==> src/rtl/share_pkg.sv <==
// Shared constants, types and the LFSR advance function for the two-share encoder.
package share_pkg;

   localparam int unsigned SHARE_W      = 8;
   localparam logic [31:0] LFSR_POLY    = 32'h8020_0003;
   localparam logic [31:0] SEED_DEFAULT = 32'hACE1_1CEA;

   typedef enum logic {WARM, RUN} enc_state_t;

   // Sixteen right-shift Galois steps; one call yields a fresh 16-bit mask window.
   function automatic logic [31:0] lfsr_step16(input logic [31:0] s);
      logic [31:0] r;
      r = s;
      for (int i = 0; i < 16; i++) begin
         if (r[0]) begin
            r = (r >> 1) ^ LFSR_POLY;
         end else begin
            r = r >> 1;
         end
      end
      return r;
   endfunction

endpackage

==> src/rtl/share_lfsr16.sv <==
// 32-bit mask LFSR register with load, 16-step advance and hold.
module share_lfsr16
   import share_pkg::*;
#(
   parameter logic [31:0] RESET_SEED = 32'hACE1_1CEA
) (
   input  logic        clk,
   input  logic        rst,
   input  logic        load,
   input  logic [31:0] load_val,
   input  logic        advance,
   output logic [31:0] state
);

   // Load beats advance; otherwise the state holds so no mask window is skipped.
   always_ff @(posedge clk or posedge rst) begin
      if (rst) begin
         state <= RESET_SEED;
      end else if (load) begin
         state <= load_val;
      end else if (advance) begin
         state <= lfsr_step16(state);
      end
   end

endmodule

==> src/rtl/share_split_encoder.sv <==
// Splits plain operand pairs into two Boolean shares using fresh LFSR masks.
module share_split_encoder #(
   parameter int unsigned W            = 8,
   parameter logic [31:0] SEED_DEFAULT = 32'hACE1_1CEA,
   parameter int unsigned WARMUP_CYC   = 4
) (
   input  logic         clk,
   input  logic         rst,
   input  logic         seed_load,
   input  logic [31:0]  seed,
   input  logic         in_valid,
   output logic         in_ready,
   input  logic [W-1:0] a,
   input  logic [W-1:0] b,
   output logic         out_valid,
   input  logic         out_ready,
   output logic [W-1:0] a0,
   output logic [W-1:0] a1,
   output logic [W-1:0] b0,
   output logic [W-1:0] b1,
   output logic         busy
);

   import share_pkg::*;

   localparam logic [3:0] WARM_LAST = 4'(WARMUP_CYC - 1);

   enc_state_t  state_q;
   logic [3:0]  warm_cnt_q;
   logic [31:0] lfsr_s;
   logic [31:0] lfsr_load_val;
   logic        lfsr_adv;
   logic        accept;
   logic [W-1:0] ma;
   logic [W-1:0] mb;

   assign ma = lfsr_s[W-1:0];
   assign mb = lfsr_s[2*W-1:W];

   // Handshake and LFSR control; a reseed pulse blocks acceptance in the same cycle.
   always_comb begin
      in_ready      = (state_q == RUN) && !seed_load && (!out_valid || out_ready);
      accept        = in_valid && in_ready;
      lfsr_load_val = (seed == 32'h0) ? SEED_DEFAULT : seed;
      lfsr_adv      = (state_q == WARM) || accept;
      busy          = (state_q == WARM);
   end

   share_lfsr16 #(
      .RESET_SEED (SEED_DEFAULT)
   ) u_lfsr (
      .clk      (clk),
      .rst      (rst),
      .load     (seed_load),
      .load_val (lfsr_load_val),
      .advance  (lfsr_adv),
      .state    (lfsr_s)
   );

   // Warm-up sequencing: stay in WARM for WARMUP_CYC cycles after reset or any reseed.
   always_ff @(posedge clk or posedge rst) begin
      if (rst) begin
         state_q    <= WARM;
         warm_cnt_q <= 4'd0;
      end else if (seed_load) begin
         state_q    <= WARM;
         warm_cnt_q <= 4'd0;
      end else begin
         unique case (state_q)
            WARM: begin
               if (warm_cnt_q == WARM_LAST) begin
                  state_q    <= RUN;
                  warm_cnt_q <= 4'd0;
               end else begin
                  warm_cnt_q <= warm_cnt_q + 4'd1;
               end
            end
            RUN: begin
               state_q <= RUN;
            end
            default: begin
               state_q    <= WARM;
               warm_cnt_q <= 4'd0;
            end
         endcase
      end
   end

   // Output share register; a pending set survives reseed and is only replaced on accept.
   always_ff @(posedge clk or posedge rst) begin
      if (rst) begin
         out_valid <= 1'b0;
         a0        <= '0;
         a1        <= '0;
         b0        <= '0;
         b1        <= '0;
      end else if (accept) begin
         out_valid <= 1'b1;
         a0        <= a ^ ma;
         a1        <= ma;
         b0        <= b ^ mb;
         b1        <= mb;
      end else if (out_ready) begin
         out_valid <= 1'b0;
      end
   end

endmodule

==> config.mk <==
export PLATFORM = sky130hd
export DESIGN_NAME = share_split_encoder
export DESIGN_NICKNAME = d
export VERILOG_FILES = /design/src/rtl/share_pkg.sv /design/src/rtl/share_lfsr16.sv /design/src/rtl/share_split_encoder.sv
export SDC_FILE = /design/constraint.sdc
export NUM_CORES = 1
export LEC_CHECK = 0
export CAP_MARGIN = 30
export CORE_MARGIN = 5
export CORE_UTILIZATION = 50
export DETAILED_ROUTE_END_ITERATION = 10
export PLACE_DENSITY = 0.8
export SKIP_LAST_GASP = 1
export SYNTH_ARGS = -nofsm -noshare
export SYNTH_HDL_FRONTEND = slang
export SYNTH_SLANG_ARGS = --single-unit
==> constraint.sdc <==
create_clock -name clk -period 4 [get_ports clk]
set_input_delay 0.4 -clock clk [delete_from_list [all_inputs] [get_ports clk]]
set_output_delay 0.4 -clock clk [all_outputs]
set_load 0.05 [all_outputs]
# ---- Word-level counts from Yosys, hierarchy flattened
# Cells that the tools add are included.
# W data, S select, Z words.
dict set report totals {
  input_bits 53
  reg_bits 70
  output_inout_bits 35
  word_cells 97
}
dict set report op_classes {
  add_sub_neg 1
  n_bitwise 19
  n_mux 57
  reduce_logical 10
  eq_ne 2
}
# cell count
set op_table {}
lappend op_table {{$mux W32} 49}
lappend op_table {{$not A3 Y4} 16}
lappend op_table {{$logic_not A32 Y1} 1}
lappend op_table {{$xor A8 B8 Y8} 2}
lappend op_table {{$mux W4} 3}
lappend op_table {{$add A4 B1 Y4 const B} 1}
lappend op_table {{$eq A4 B2 Y1 const B} 1}
lappend op_table {{$mux W1} 4}
lappend op_table {{$reduce_bool A2 Y1} 2}
lappend op_table {{$logic_and A1 B1 Y1} 3}
lappend op_table {{$logic_not A1 Y1} 2}
lappend op_table {{$logic_or A1 B1 Y1} 2}
lappend op_table {{$ne A2 B2 Y1 const B} 1}
lappend op_table {{$pmux W1 S2} 1}
lappend op_table {{$not A1 Y1} 1}

# ---- Depth between registers and ports, before layout
# Gate-level depths: netlist (run 1).
dict set report depth {
  word_depth 67
  mapped_depth 8
  mapped_depth_nobuf 6
}

# ---- Cells and area by module
# A second synthesis (run 1) with hierarchy kept.
dict set report hier_totals {
  hier_cells 351
  hier_area_um2 3991.3
}
# mod seq_area_each_um2 cells_per_inst area_per_inst_um2 n_inst
set modules_own_cells {}
lappend modules_own_cells {share_lfsr16 820.8 194 2040.7 1}
lappend modules_own_cells {share_split_encoder 950.9 157 1950.6 1}

# ---- Worst setup path after synthesis (run 1)
# OpenSTA, ideal clock, no wires.
dict set report synth_timing {
  path_kind {register -> register}
  from {register out_valid}
  to {register a0[7]}
  path_buffers 2
  path_stages_with_launch 8
  required_ps 3864
  setup_time_ps 136
  setup_slack_ps 1490
  t_arrival_ps 2375
  synth_period_minus_slack_ps 2510
  path_cell_list {dfrtp_1 -> nand2b_1 -> nor2b_1 -> nand2_1 -> clkbuf_1 -> clkbuf_1 -> nand2_1 -> o21ai_0}
}
dict set report synth_between {
  elab_chain_cells 4
}
# element line
set synth_rtl {}
lappend synth_rtl {{start, declared} share_split_encoder.sv:15} ;# output logic out_valid,
lappend synth_rtl {{start signal, assigned} share_split_encoder.sv:92} ;# out_valid <= 1'b0;
lappend synth_rtl {{start signal, assigned} share_split_encoder.sv:98} ;# out_valid <= 1'b1;
lappend synth_rtl {{start signal, assigned} share_split_encoder.sv:104} ;# out_valid <= 1'b0;
lappend synth_rtl {{$logic_not A1 Y1} share_split_encoder.sv:42} ;# in_ready = (state_q == RUN) && !seed_load && (!out_valid || out_ready);
lappend synth_rtl {{$logic_or A1 B1 Y1} share_split_encoder.sv:42}
lappend synth_rtl {{$logic_and A1 B1 Y1} share_split_encoder.sv:42}
lappend synth_rtl {{named net in_ready} share_split_encoder.sv:12} ;# output logic in_ready,
lappend synth_rtl {{$logic_and A1 B1 Y1} share_split_encoder.sv:43} ;# accept = in_valid && in_ready;
lappend synth_rtl {{end signal, assigned} share_split_encoder.sv:99} ;# a0 <= a ^ ma;
lappend synth_rtl {{end, declared} share_split_encoder.sv:17} ;# output logic [W-1:0] a0,
# The timed path passes the listed nets, and every way through them passes these cells.
# A chain may end at the register's enable or synchronous reset.

# ---- Worst setup path after layout (run 1)
dict set report layout_timing {
  from {input out_ready}
  to {output in_ready}
}
dict set report layout_between {
  elab_chain_cells 2
}
# element line
set layout_rtl {}
lappend layout_rtl {{start, declared} share_split_encoder.sv:16} ;# input logic out_ready,
lappend layout_rtl {{$logic_or A1 B1 Y1} share_split_encoder.sv:42}
lappend layout_rtl {{$logic_and A1 B1 Y1} share_split_encoder.sv:42}
lappend layout_rtl {{end, declared} share_split_encoder.sv:12}
# No other way between the ends.

==> results of run 1 <==
registers in the layout, indices dropped and copies added, names as in the netlist:
register / cells
a1: 8
state_q: 1
a0: 8
b1: 8
b0: 8
warm_cnt_q: 4
u_lfsr.state: 32
out_valid: 1
critical path, stage by stage:
cell and delay (ns):
sky130_fd_sc_hd__clkdlybuf4s50_1 0.44, sky130_fd_sc_hd__nand2b_1 0.21, sky130_fd_sc_hd__nor2b_1 0.19, sky130_fd_sc_hd__clkdlybuf4s50_1 0.82
worst min-delay path by stage:
stage,start,end,depth (start not counted),slack [ns]
3_5_place_dp,a0[0],a0[0],2,0.47
3_3_place_gp,a0[4],a0[4],2,0.46
6_report,rst,a0[1],2,0.38
5_1_grt,rst,a0[1],2,0.42
2_1_floorplan,u_lfsr.state[29],u_lfsr.state[29],2,0.46
4_1_cts,u_lfsr.state[29],u_lfsr.state[29],2,0.48
cell type report:
cell class,count,area (µm²),share of cell area [%]
tap,99,124,2.58
sequential,70,1770,36.9
timing repair buffer,94,936,19.5
clock buffer,10,138,2.87
multi-input combinational,242,1760,36.6
inverter,4,15.0,0.313
clock inverter,6,61.3,1.28
cell families after synthesis:
logic type,count (synthesis)
AOI/OAI and AO/OA,80
and+or+nand+nor,74
DFF,70
xor gates and xnor gates,66
buffers and inverters,31
muxes,21
adders and majority gates,1
power by group through the flow:
stage | combinational (mW) | sequential (mW) | clock, mW
3_5_place_dp | 3.35 | 1.43 | 0
2_1_floorplan | 2.19 | 1.79 | 0
4_1_cts | 3.38 | 1.41 | 0.579
6_report | 3.38 | 1.41 | 0.567
5_1_grt | 3.60 | 1.46 | 0.618
3_3_place_gp | 3.31 | 1.41 | 0
layout by cell type (no fill, tap or decap), drive strengths merged, types with 2 or more instances in the layout:
master / count
mux2: 16
dfrtp: 54
xnor3: 7
o2bb2ai: 2
a21oi: 12
nand3: 2
mux2i: 5
o22ai: 16
o21ai: 40
dfstp: 16
inv: 4
a22oi: 4
clkbuf: 10
nor2: 10
xor2: 12
o21a: 2
clkinv: 4
clkdlybuf4s50: 87
xnor2: 46
buf: 7
nand2b: 2
nor3: 3
o31ai: 2
nand4: 3
nand2: 41
nor4: 9
layer usage:
metal	wire (µm)	up-vias	global-route usage, %
met1	3870	1377	29.1
met3	609	13	3.52
met4	142	0	8.77
li1	-	1351	-
met2	4300	99	32.3
met5	0	-	0
==> results.md, run 1 <==
Run status:
- The flow ran to the end, and the final reports show no timing, DRC or antenna violations.

Timing:
- The transition time of the tightest slew-check pin is 0.529 ns.
- The number of slew-limit violations in the final report is 0.
- Setup violations remaining at the end of the flow were counted as 0.
- Setup repair after global routing left no endpoint under its margin.
- The hold violation total from the final report is 0.
- The worst hold slack is 0.376 ns.
- The accumulated negative setup slack is 0 ns.
- The worst pin sits at a relative slew slack of approximately 65%.
- Between clock sinks in the finished design, the worst skew comes to approximately 0.0074 ns.
- The highest attainable clock frequency is between 400 and 500 MHz.
- For the finished layout, the period the worst path requires is 2.47 ns.
- Across all setup checks in the final design, the least slack found is 1.53 ns.
- In the finished design, the share of the clock period the worst path needs comes to 61.9%.

Logic synthesis:
- The cell count after synthesis is 343.
- Yosys mapped a number of flops with a built-in enable equal to 0.
- Summing the sequential cell areas from Yosys gives 48.0% of the chip area.
- The synthesized-area fraction occupied by and/or/nand/nor cells is a little under a tenth.
- The top cell type by area accounts for 36.6% of the synthesized area.
- The dominant combinational cell family by area after synthesis is XOR/XNOR gates.
- The synthesized netlist devotes between 10% and 20% of its cell area to compound gates.
- Ranked by total cell area, the synthesized netlist is headed by sky130_fd_sc_hd__dfrtp_1, sky130_fd_sc_hd__dfstp_2, sky130_fd_sc_hd__xnor2_1.
- In the post-synthesis netlist, the cell with the most instances is sky130_fd_sc_hd__dfrtp_1.
- The area share of xor/xnor cells in the synthesized design is 19.5%.
- The library cell occupying the most area in the post-synthesis netlist is sky130_fd_sc_hd__dfrtp_1.
- The commonest cells after synthesis are sky130_fd_sc_hd__dfrtp_1, sky130_fd_sc_hd__xnor2_1, sky130_fd_sc_hd__nand2_1.
- The number of unique standard cell types used by synthesis is 42.
- Counting flops with an async set or reset pin after synthesis yields a share of 100%.
- The post-synthesis net count is 397.
- The post-synthesis area per instance is 10.8 µm².
- The synthesized design contains 70 register bits.
- Summing every instance area after synthesis gives 3690 µm².
- Measured against the total synthesized area, the mux share comes to 6.23%.
- The adder and majority gate portion of the synthesized area is 0.339%.
- The Yosys step of the flow raised 0 warnings.
- In the synthesized netlist the dominant register cell turns out to be sky130_fd_sc_hd__dfrtp_1.

Floorplanning:
- The area of the core is 7210 µm².
- The I/O pin count is 88.
- The die boundary height is 96.0 µm.
- In this run the core area contains 31 standard-cell rows.
- The horizontal die dimension is 96.0 µm.
- The die area is 9210 µm².
- The initial core utilization is 51.2%.

Clocking:
- The number of buffers inserted by hold repair at cts is 0.
- The setup fix buffers added after clock tree synthesis is 0.
- The maximum level of the CTS H-tree is 3.
- The total CTS buffers is 9.
- The library cell used as clock root buffer is sky130_fd_sc_hd__clkbuf_8.
- The count of cells resized by post-cts repair is 0.
- The clock passes through at most 2 buffers.
- Clock-pin slew was measured on the worst setup and hold paths at roughly 0.07 ns.
- TritonCTS built the clock tree.
- The clock sink count is 70.
- For the worst-skew pair, the clock arrives at the later sink with an insertion delay of between 0.3 and 0.4 ns.

Drt:
- The first-pass detailed-route iteration total is 5.
- The routed layout has 2,840 vias.
- The vias per cell is 5.41.
- The final routed wire length divided by cell count is 17.0 µm.
- The DRC marker count from the first detailed-route iteration is 130.
- Summed over all layers, the routed wires come to slightly below 9000 µm.
- The count of nets left with antenna violations after detail routing is 0.
- In the routed design, unresolved DRC markers number 0.

Layout:
- The antenna diode count is 0.
- At the end of the flow, the number of nets in the layout was 475.
- Compared with the post-synthesis result, the final layout area differs by 29.9%.
- The post-layout utilization of the core is 66.5%.
- The layout has 586 filler cells.
- The post-layout instance area is 4800 µm².
- The post-route netlist has 14.8% of its cells at a drive strength greater than 1.
- The post-layout instance count excluding filler cells is 525.

Critical path:
- The category of the worst setup path launch point is a primary input.
- At the worst endpoint, the required time is between 3 and 4 ns.
- The startpoint of the worst-slack reg-to-reg timing path is u_lfsr.state[0].
- The critical path class is in2out.
- The category of the worst setup path capture point is an output pin.
- In this run the critical register-to-register path is captured at u_lfsr.state[18].
- The slack of the worst reg-to-reg path is roughly 1.6 ns.
- At the worst endpoint, the arrival time is ~2.1 ns.
- The worst register-to-register path has a depth of 5.
- The maximum fanout along the worst path is 4.
- The critical path starts at out_ready.
- The end point of the critical path is in_ready.

Placed design:
- The final weighted congestion in routability-driven placement is 0.915.
- The number of port buffers is 87.
- OpenSTA, run right after detailed placement, puts the worst setup slack at 1.48 ns.
- After legalization and detailed placement, the total HPWL measured 6700 µm.
- The placed instance count is between 500 and 600.
- Summing all placed instances gives a cell area of between 4000 and 5000 µm².

Global routing:
- In the global route stage, overall resource usage came out at around a fifth.
- For this run the aggregate overflow at the end of global routing stands at 0.
- The number of antenna violations at the first check in global routing came to 0.
- The first global-routing pass estimated roughly 14,000 µm of wire.
- The pin count of the biggest net entering global routing is 50.
- The via count of the first global-routing pass was 2,823.

Power and ir drop:
- The reported leakage power is around 2.0 nW.
- Summing internal, switching and leakage power gives 5.36 mW.
- The maximum vdd ir drop is 563 µV.
- Of the total power, the clock network draws 10.6%.
- The power density of the placed cells is 1120 nW/µm².
- The combinational share of power is 63.0%.
- The share of total power dissipated in sequential elements is a little over a quarter.
- The analysis attributes to net switching a power of between 2 and 2.5 mW.
- The internal power of the cells totals 3.00 mW.
- Of the total power, the share spent switching nets is between 40% and 50%.

Job:
- Across the run, the number of max-cap violations was 0.

Min path:
- The path category of the worst min-delay check is in2async.
(Power assumes the default switching activity.)
==> inputs of run 2 (changes only) <==
CORE_UTILIZATION = 45   (was 50)
PLACE_DENSITY = 0.76   (was 0.8)
clock period = 2.1 ns   (was 4 ns; I/O delays follow)
==> run 2 against run 1 <==
Effect of this change: clock-buffer cell count unchanged; utilization is 5.2 points lower; wire length up 6.0%; sequential power up 88%; worst setup slack got worse by 1.4 ns; final cell count grew 2.9%; via count rose by 2.3%; sequential share of layout area down 1.2 points; non-clock buffer count is 9 higher; hold slack worse by 0.17 ns; critical path type is now reg2reg; critical endpoint is now u_lfsr.state[20]; largest power group unchanged.
==> results.md, run 2 (synthesis gave the netlist of run 1 again) <==
Timing:
- The worst path uses 96.3% of the clock period.
- The number of slew-limit violations in the final report is 0 (unchanged).
- The highest attainable clock frequency is about 500 MHz.
- The total setup violations reported at the end of the flow is 0 (unchanged).
- The accumulated negative setup slack came to 0 ns (unchanged).
- The clock skew is 0.00890 ns (+0.00148 ns).
- Setup repair after global routing left no endpoint under its margin.
- The clock period could shrink to 2.02 ns.
- The worst hold slack is 0.202 ns (-0.174 ns).
- The transition time of the tightest slew-check pin is 0.514 ns (-0.0156 ns).
- The worst relative slew slack is 65.7% (+1.1 points).
- The hold violation total from the final report was 0 (unchanged).

Layout:
- The area growth from synthesis to layout is 34.3%.
- The top cell types in the final layout, fill and taps aside, are sky130_fd_sc_hd__clkdlybuf4s50_1, sky130_fd_sc_hd__dfrtp_1, sky130_fd_sc_hd__xnor2_1.
- The antenna diode count came to 0 (unchanged).
- The share of cells above drive strength 1 came to 17.9% (+3.1 points).
- The fill cell total of the finished layout was 666 (+14%).
- The flip-flop count of the largest register, all copies and words added is 32 (unchanged).
- The library cell used most frequently in the layout, excluding fill and tap cells, is sky130_fd_sc_hd__clkdlybuf4s50_1.
- The post-layout net count is 484 (+1.9%).
- The post-layout instance count excluding filler cells is 540 (+2.9%).
- The largest register by flop count is u_lfsr.state.

Critical path:
- The category of the worst setup path capture point is a register.
- The cell at the slowest stage of the critical path is sky130_fd_sc_hd__dfstp_2.
- The arrival time at the worst endpoint is 2.31 ns (+0.24 ns).
- STA classifies the critical path startpoint as a register.
- The worst path required time is 2.39 ns (-1.21 ns).
- The maximum fanout along the worst path is 5 (+1).
- The critical path class is reg2reg.
- The signal on the critical path passes through xnor2_1, xnor3_2, xnor2_1, or4_1, nand3_1.
- The cell that appears most often on the critical path is sky130_fd_sc_hd__xnor2_1.
- The maximum cell stage delay along the critical path is 0.59 ns (-0.23 ns).

Global routing:
- The number of antenna violations at the first check in global routing was 0 (unchanged).
- The overall overflow remaining after global route came to 0 (unchanged).
- The pin count of the biggest net entering global routing is 50 (unchanged).
- The via count of the first global-routing pass came to 2,892 (+2.4%).
- The wire length of the first global-routing pass is 15,200 µm (+4.8%).
- The total global routing track utilization came to 19.4% (-1.5 points).

Clocking:
- The worst-skew pair later-pin latency came to 0.35 ns (about the same).
- The clock transition at the register clock pins on the worst setup and hold paths after CTS came to 0.08 ns (about the same).
- The maximum buffer depth of the clock tree is 2 (unchanged).
- The TritonCTS clock tree is yes.
- The maximum level of the CTS H-tree came to 3 (unchanged).
- The number of buffers inserted by hold repair at cts was 0 (unchanged).
- The clock sink count came to 70 (unchanged).
- The library cell used as clock root buffer is sky130_fd_sc_hd__clkbuf_8.
- The total CTS buffers was 9 (unchanged).

Floorplanning:
- The initial core utilization is 45.7% (-5.6 points).
- The die boundary height is 101 µm (+4.8%).
- The area of the core came to 8090 µm² (+12%).
- The die area is 10,100 µm² (+9.9%).
- The horizontal die dimension is 101 µm (+4.8%).
- The I/O pin count is 88 (unchanged).
- The number of cell rows was 33 (+6.5%).

Drt:
- The post-detailed-routing wire length is 9450 µm (+6.0%).
- The count of nets left with antenna violations after detail routing is 0 (unchanged).
- The DRC violation count after routing is 0 (unchanged).
- The DRC marker count from the first detailed-route iteration was 224 (+72%).
- The final routed wire length divided by cell count is 17.5 µm (+3.1%).
- The vias per cell is 5.38 (-0.52%).
- The number of vias in the routed layout is 2,906 (+2.3%).
- The first-pass detailed-route iteration total came to 4 (-1).

Placed design:
- The final weighted congestion in routability-driven placement came to 0.920 (+0.59%).
- The placed instance count is 522 (+2.8%).
- The number of port buffers is 87 (unchanged).
- The half-perimeter wire length of the detailed placement result is 7090 µm (+5.8%).

Power and ir drop:
- The power density of the placed cells is 2150 nW/µm² (+93%).
- The power consumption is 10.7 mW (+99%).
- The maximum vdd ir drop is 960 µV (+71%).
- The reported leakage power is 2.03 nW (+4.1%).

Min path:
- The path category of the worst min-delay check is in2async.

Job:
- The max capacitance violation total came to 0 (unchanged).

Run status:
- The run finished with clean final reports.
==> run 2: through the flow <==
step	utilization (%)	setup slack [ns]	cell area, µm²
CTS	61.1	0.00781	4940
global placement	58.1	0.0555	4700
floorplan	-	0.0404	3700
global route	61.3	0.00150	4960
finish	61.3	0.0781	4960
detailed placement	58.1	0.00131	4700
==> run 2: layer usage <==
layer	share of wire, %	global-route usage [%]	up-vias
li1	-	-	1361
met1	44	27.3	1388
met2	47	30.1	131
met3	6.7	2.70	26
met4	3.0	8.39	0
met5	0	0	-
==> run 2: path summary, 6_finish.rpt <==
path,startpoint,end,slack [ns],depth (start not counted)
min,rst,a1[2],0.20,2
min reg2reg,u_lfsr.state[29],u_lfsr.state[29],0.48,2
max,u_lfsr.state[5],u_lfsr.state[20],0.08,5
min in group clk,seed[16],u_lfsr.state[16],0.47,3
max in group asynchronous,rst,u_lfsr.state[11],1.31,3
max reg2reg,u_lfsr.state[5],u_lfsr.state[20],0.08,5
==> run 2: final cells by class <==
cell class                 instances  area (µm²)  share of cell area [%]
clock inverter                     6        86.3                    1.74
sequential                        70        1770                    35.7
inverter                           4        15.0                   0.302
clock buffer                      10         128                    2.57
timing repair buffer             103        1040                    20.9
tap                              105         131                    2.65
multi-input combinational        242        1790                    36.1
==> run 2: timing repair <==
| item | in CTS | in global routing |
|---|---|---|
| buffers inserted | 2 | 0 |
| setup endpoints to repair | 1 | 9 |
| pin swaps | 1 | 2 |
| gates resized for setup | 1 | 5 |
==> run 2: worst max-delay path: cells and delay by family (launching register included) <==
kind                      cells  cell delay [ns]
DFF                           1             0.59
xor gates and xnor gates      3             0.88
and+or+nand+nor               2             0.49
==> run 2: power breakdown <==
group	switching [mW]	internal, mW	total [mW]	leakage (nW)
combinational	3.53	3.31	6.84	1.08
sequential	0.549	2.11	2.65	0.845
clock	0.527	0.667	1.19	0.106
total	4.60	6.08	10.7	2.03
==> inputs of run 3 (changes only) <==
CORE_ASPECT_RATIO = 1.2   (was default)
==> run 3 against run 2 <==
Effect of this change: maximum frequency down 0.50%; register-to-register slack about the same; non-clock buffer count up 2; via count down 2.2%; global-route usage down 0.38 points; total power up 0.77%; hold slack better by 0.015 ns; sequential cell count unchanged; final area about the same; critical endpoint is now u_lfsr.state[26].
==> results.md, run 3 (synthesis gave the netlist of run 1 again) <==
Floorplanning:
- The area of the core came to 8060 µm² (-0.37%).
- The die area is 10,100 µm² (about the same).
- The initial core utilization is 45.8% (+0.17 points).
- The horizontal die dimension was 92.7 µm (-7.8%).
- The die boundary height is 109 µm (+8.6%).
- The number of cell rows came to 36 (+9.1%).
- The I/O pin count is 88 (unchanged).

Drt:
- The vias per cell came to 5.35 (-0.54%).
- The count of nets left with antenna violations after detail routing is 0 (unchanged).
- The highest layer used for signal routing is met4.
- The DRC marker count from the first detailed-route iteration is 154 (-31%).
- The first-pass detailed-route iteration total is 5 (+1).
- The sum of met2 wire segment lengths after detailed routing is 4510 µm (+2.4%).
- The final routed wire length divided by cell count is 17.7 µm (+0.94%).
- The post-route met1 wirelength came to 4020 µm (-2.8%).
- The DRC violation count after routing was 0 (unchanged).
- The post-detailed-routing wire length is 9380 µm (-0.74%).
- The number of vias in the routed layout is 2,842 (-2.2%).
- The total length of routed met3 wires came to 634 µm (-0.31%).

Power and ir drop:
- The part of the power in the clock network is 10.9% (-0.3 points).
- The switching part of the total is 42.9% (-0.16 points).
- The sequential share of power is 24.6% (-0.2 points).
- The reported net switching power is 4.62 mW (+0.40%).
- The reported leakage power is 2.05 nW (+0.67%).
- The combinational share of power is 64.5% (+0.5 points).
- The maximum vdd ir drop was 995 µV (+3.7%).
- The internal power contribution was 6.15 mW (+1.0%).
- The power density of the placed cells is 2170 nW/µm² (+0.74%).

Critical path:
- The category of the worst setup path capture point is a register.
- The category of the worst setup path launch point is a register.
- The arrival time at the worst endpoint is 2.30 ns (about the same).
- The critical path is of the reg2reg type.
- The worst path required time is 2.37 ns (-0.02 ns).
- The maximum fanout along the worst path is 5 (unchanged).

Layout:
- The largest register by flop count is u_lfsr.state.
- The area growth from synthesis to layout is 34.4% (about the same).
- The post-layout net count is 486 (+0.41%).
- The post-layout utilization of the core came to 61.6% (+0.24 points).
- The share of cells above drive strength 1 is 18.6% (+0.65 points).
- The post-layout instance count excluding filler cells is 531 (-1.7%).
- The antenna diode count is 0 (unchanged).
- The library cell used most frequently in the layout, excluding fill and tap cells, is sky130_fd_sc_hd__clkdlybuf4s50_1.
- The fill cell total of the finished layout is 662 (-0.60%).
- The flip-flop count of the largest register, all copies and words added is 32 (unchanged).
- In the layout the commonest cells are sky130_fd_sc_hd__clkdlybuf4s50_1, sky130_fd_sc_hd__dfrtp_1, sky130_fd_sc_hd__xnor2_1.

Global routing:
- The wire length of the first global-routing pass is 14,900 µm (-2.0%).
- The via count of the first global-routing pass is 2,854 (-1.3%).
- The pin count of the biggest net entering global routing came to 50 (unchanged).
- The overall overflow remaining after global route is 0 (unchanged).
- The number of antenna violations at the first check in global routing was 0 (unchanged).
- The total global routing track utilization is 19.0% (-0.38 points).

Clocking:
- The library cell used as clock root buffer is sky130_fd_sc_hd__clkbuf_8.
- The clock sink count is 70 (unchanged).
- The number of buffers inserted by hold repair at cts is 0 (unchanged).
- The maximum level of the CTS H-tree came to 3 (unchanged).
- The total CTS buffers is 9 (unchanged).
- The maximum buffer depth of the clock tree is 2 (unchanged).
- The TritonCTS clock tree is yes.
- The worst-skew pair later-pin latency is 0.35 ns (about the same).
- The clock transition at the register clock pins on the worst setup and hold paths after CTS came to 0.08 ns (about the same).

Placed design:
- The final weighted congestion in routability-driven placement is 0.923 (+0.33%).
- The number of port buffers is 87 (unchanged).
- The half-perimeter wire length of the detailed placement result came to 7190 µm (+1.4%).
- The placed instance count is 513 (-1.7%).

Timing:
- The transition time of the tightest slew-check pin is 0.541 ns (+0.0273 ns).
- The worst relative slew slack is 63.9% (-1.8 points).
- The number of slew-limit violations in the final report is 0 (unchanged).
- Setup repair after global routing left no endpoint under its margin.
- The clock skew came to 0.0112 ns (+0.00230 ns).
- The hold violation total from the final report is 0 (unchanged).
- The time the final worst path needs with I/O delays and setup is 2.03 ns (+0.0102 ns).
- The highest attainable clock frequency is 492 MHz (-0.50%).
- The accumulated negative setup slack is 0 ns (unchanged).
- The total setup violations reported at the end of the flow is 0 (unchanged).
- The ratio of final minimum period to clock period is 96.8% (+0.49 points).

Job:
- The max capacitance violation total is 0 (unchanged).

Min path:
- The path category of the worst min-delay check is in2async.

Run status:
- The flow ran to the end, and the final reports show no timing, DRC or antenna violations.
==> run 3: layer usage <==
metal	GRT usage [%]	vias up
met3	3.59	19
met4	6.81	0
met5	0	-
met2	31.1	103
met1	25.5	1348
li1	-	1372
==> run 3: worst paths after layout <==
path / from / to / slack (ns) / depth (start not counted)
min in group clk: seed[16] / u_lfsr.state[16] / 0.48 / 3
min: rst / a0[1] / 0.22 / 2
min reg2reg: b0[6] / b0[6] / 0.48 / 2
max: u_lfsr.state[6] / u_lfsr.state[26] / 0.07 / 4
max reg2reg: u_lfsr.state[6] / u_lfsr.state[26] / 0.07 / 4
max in group asynchronous: rst / u_lfsr.state[12] / 1.26 / 3
==> run 3: critical path: stages (launching register included) <==
cell and delay, ns:
sky130_fd_sc_hd__dfstp_2 0.58, sky130_fd_sc_hd__xnor3_4 0.55, sky130_fd_sc_hd__xnor3_1 0.51, sky130_fd_sc_hd__o22ai_1 0.15, sky130_fd_sc_hd__o21ai_0 0.18
==> run 3: stage by stage <==
step / power, mW / cell area, µm² / hold slack [ns] / setup WS [ns]
floorplan: 7.58 / 3700 / 0.359 / 0.0404
global placement: 9.06 / 4700 / 0.461 / 0.0720
detailed placement: 9.18 / 4700 / 0.470 / 0.0452
CTS: 10.4 / 4910 / 0.221 / 0.0174
global route: 11.4 / 4960 / 0.282 / 0.00887
finish: 10.8 / 4960 / 0.217 / 0.0678
==> run 3: cell type report <==
type / count / area [µm²] / share of cell area (%)
sequential: 70 / 1770 / 35.7
timing repair buffer: 105 / 1050 / 21.2
tap: 95 / 119 / 2.39
clock inverter: 6 / 87.6 / 1.76
multi-input combinational: 242 / 1790 / 36.1
clock buffer: 9 / 124 / 2.49
inverter: 4 / 15.0 / 0.302
==> run 3: timing repair <==
action	4_1_cts	5_1_grt
buffers inserted	0	3
gates resized for setup	0	7
setup endpoints to repair	0	8
==> run 3: power by group through the flow <==
stage	registers, mW	clock network [mW]	logic [mW]
global route	2.75	1.23	7.42
global placement	2.64	0	6.42
finish	2.65	1.17	6.95
floorplan	3.40	0	4.18
CTS	2.65	1.19	6.56
detailed placement	2.67	0	6.51
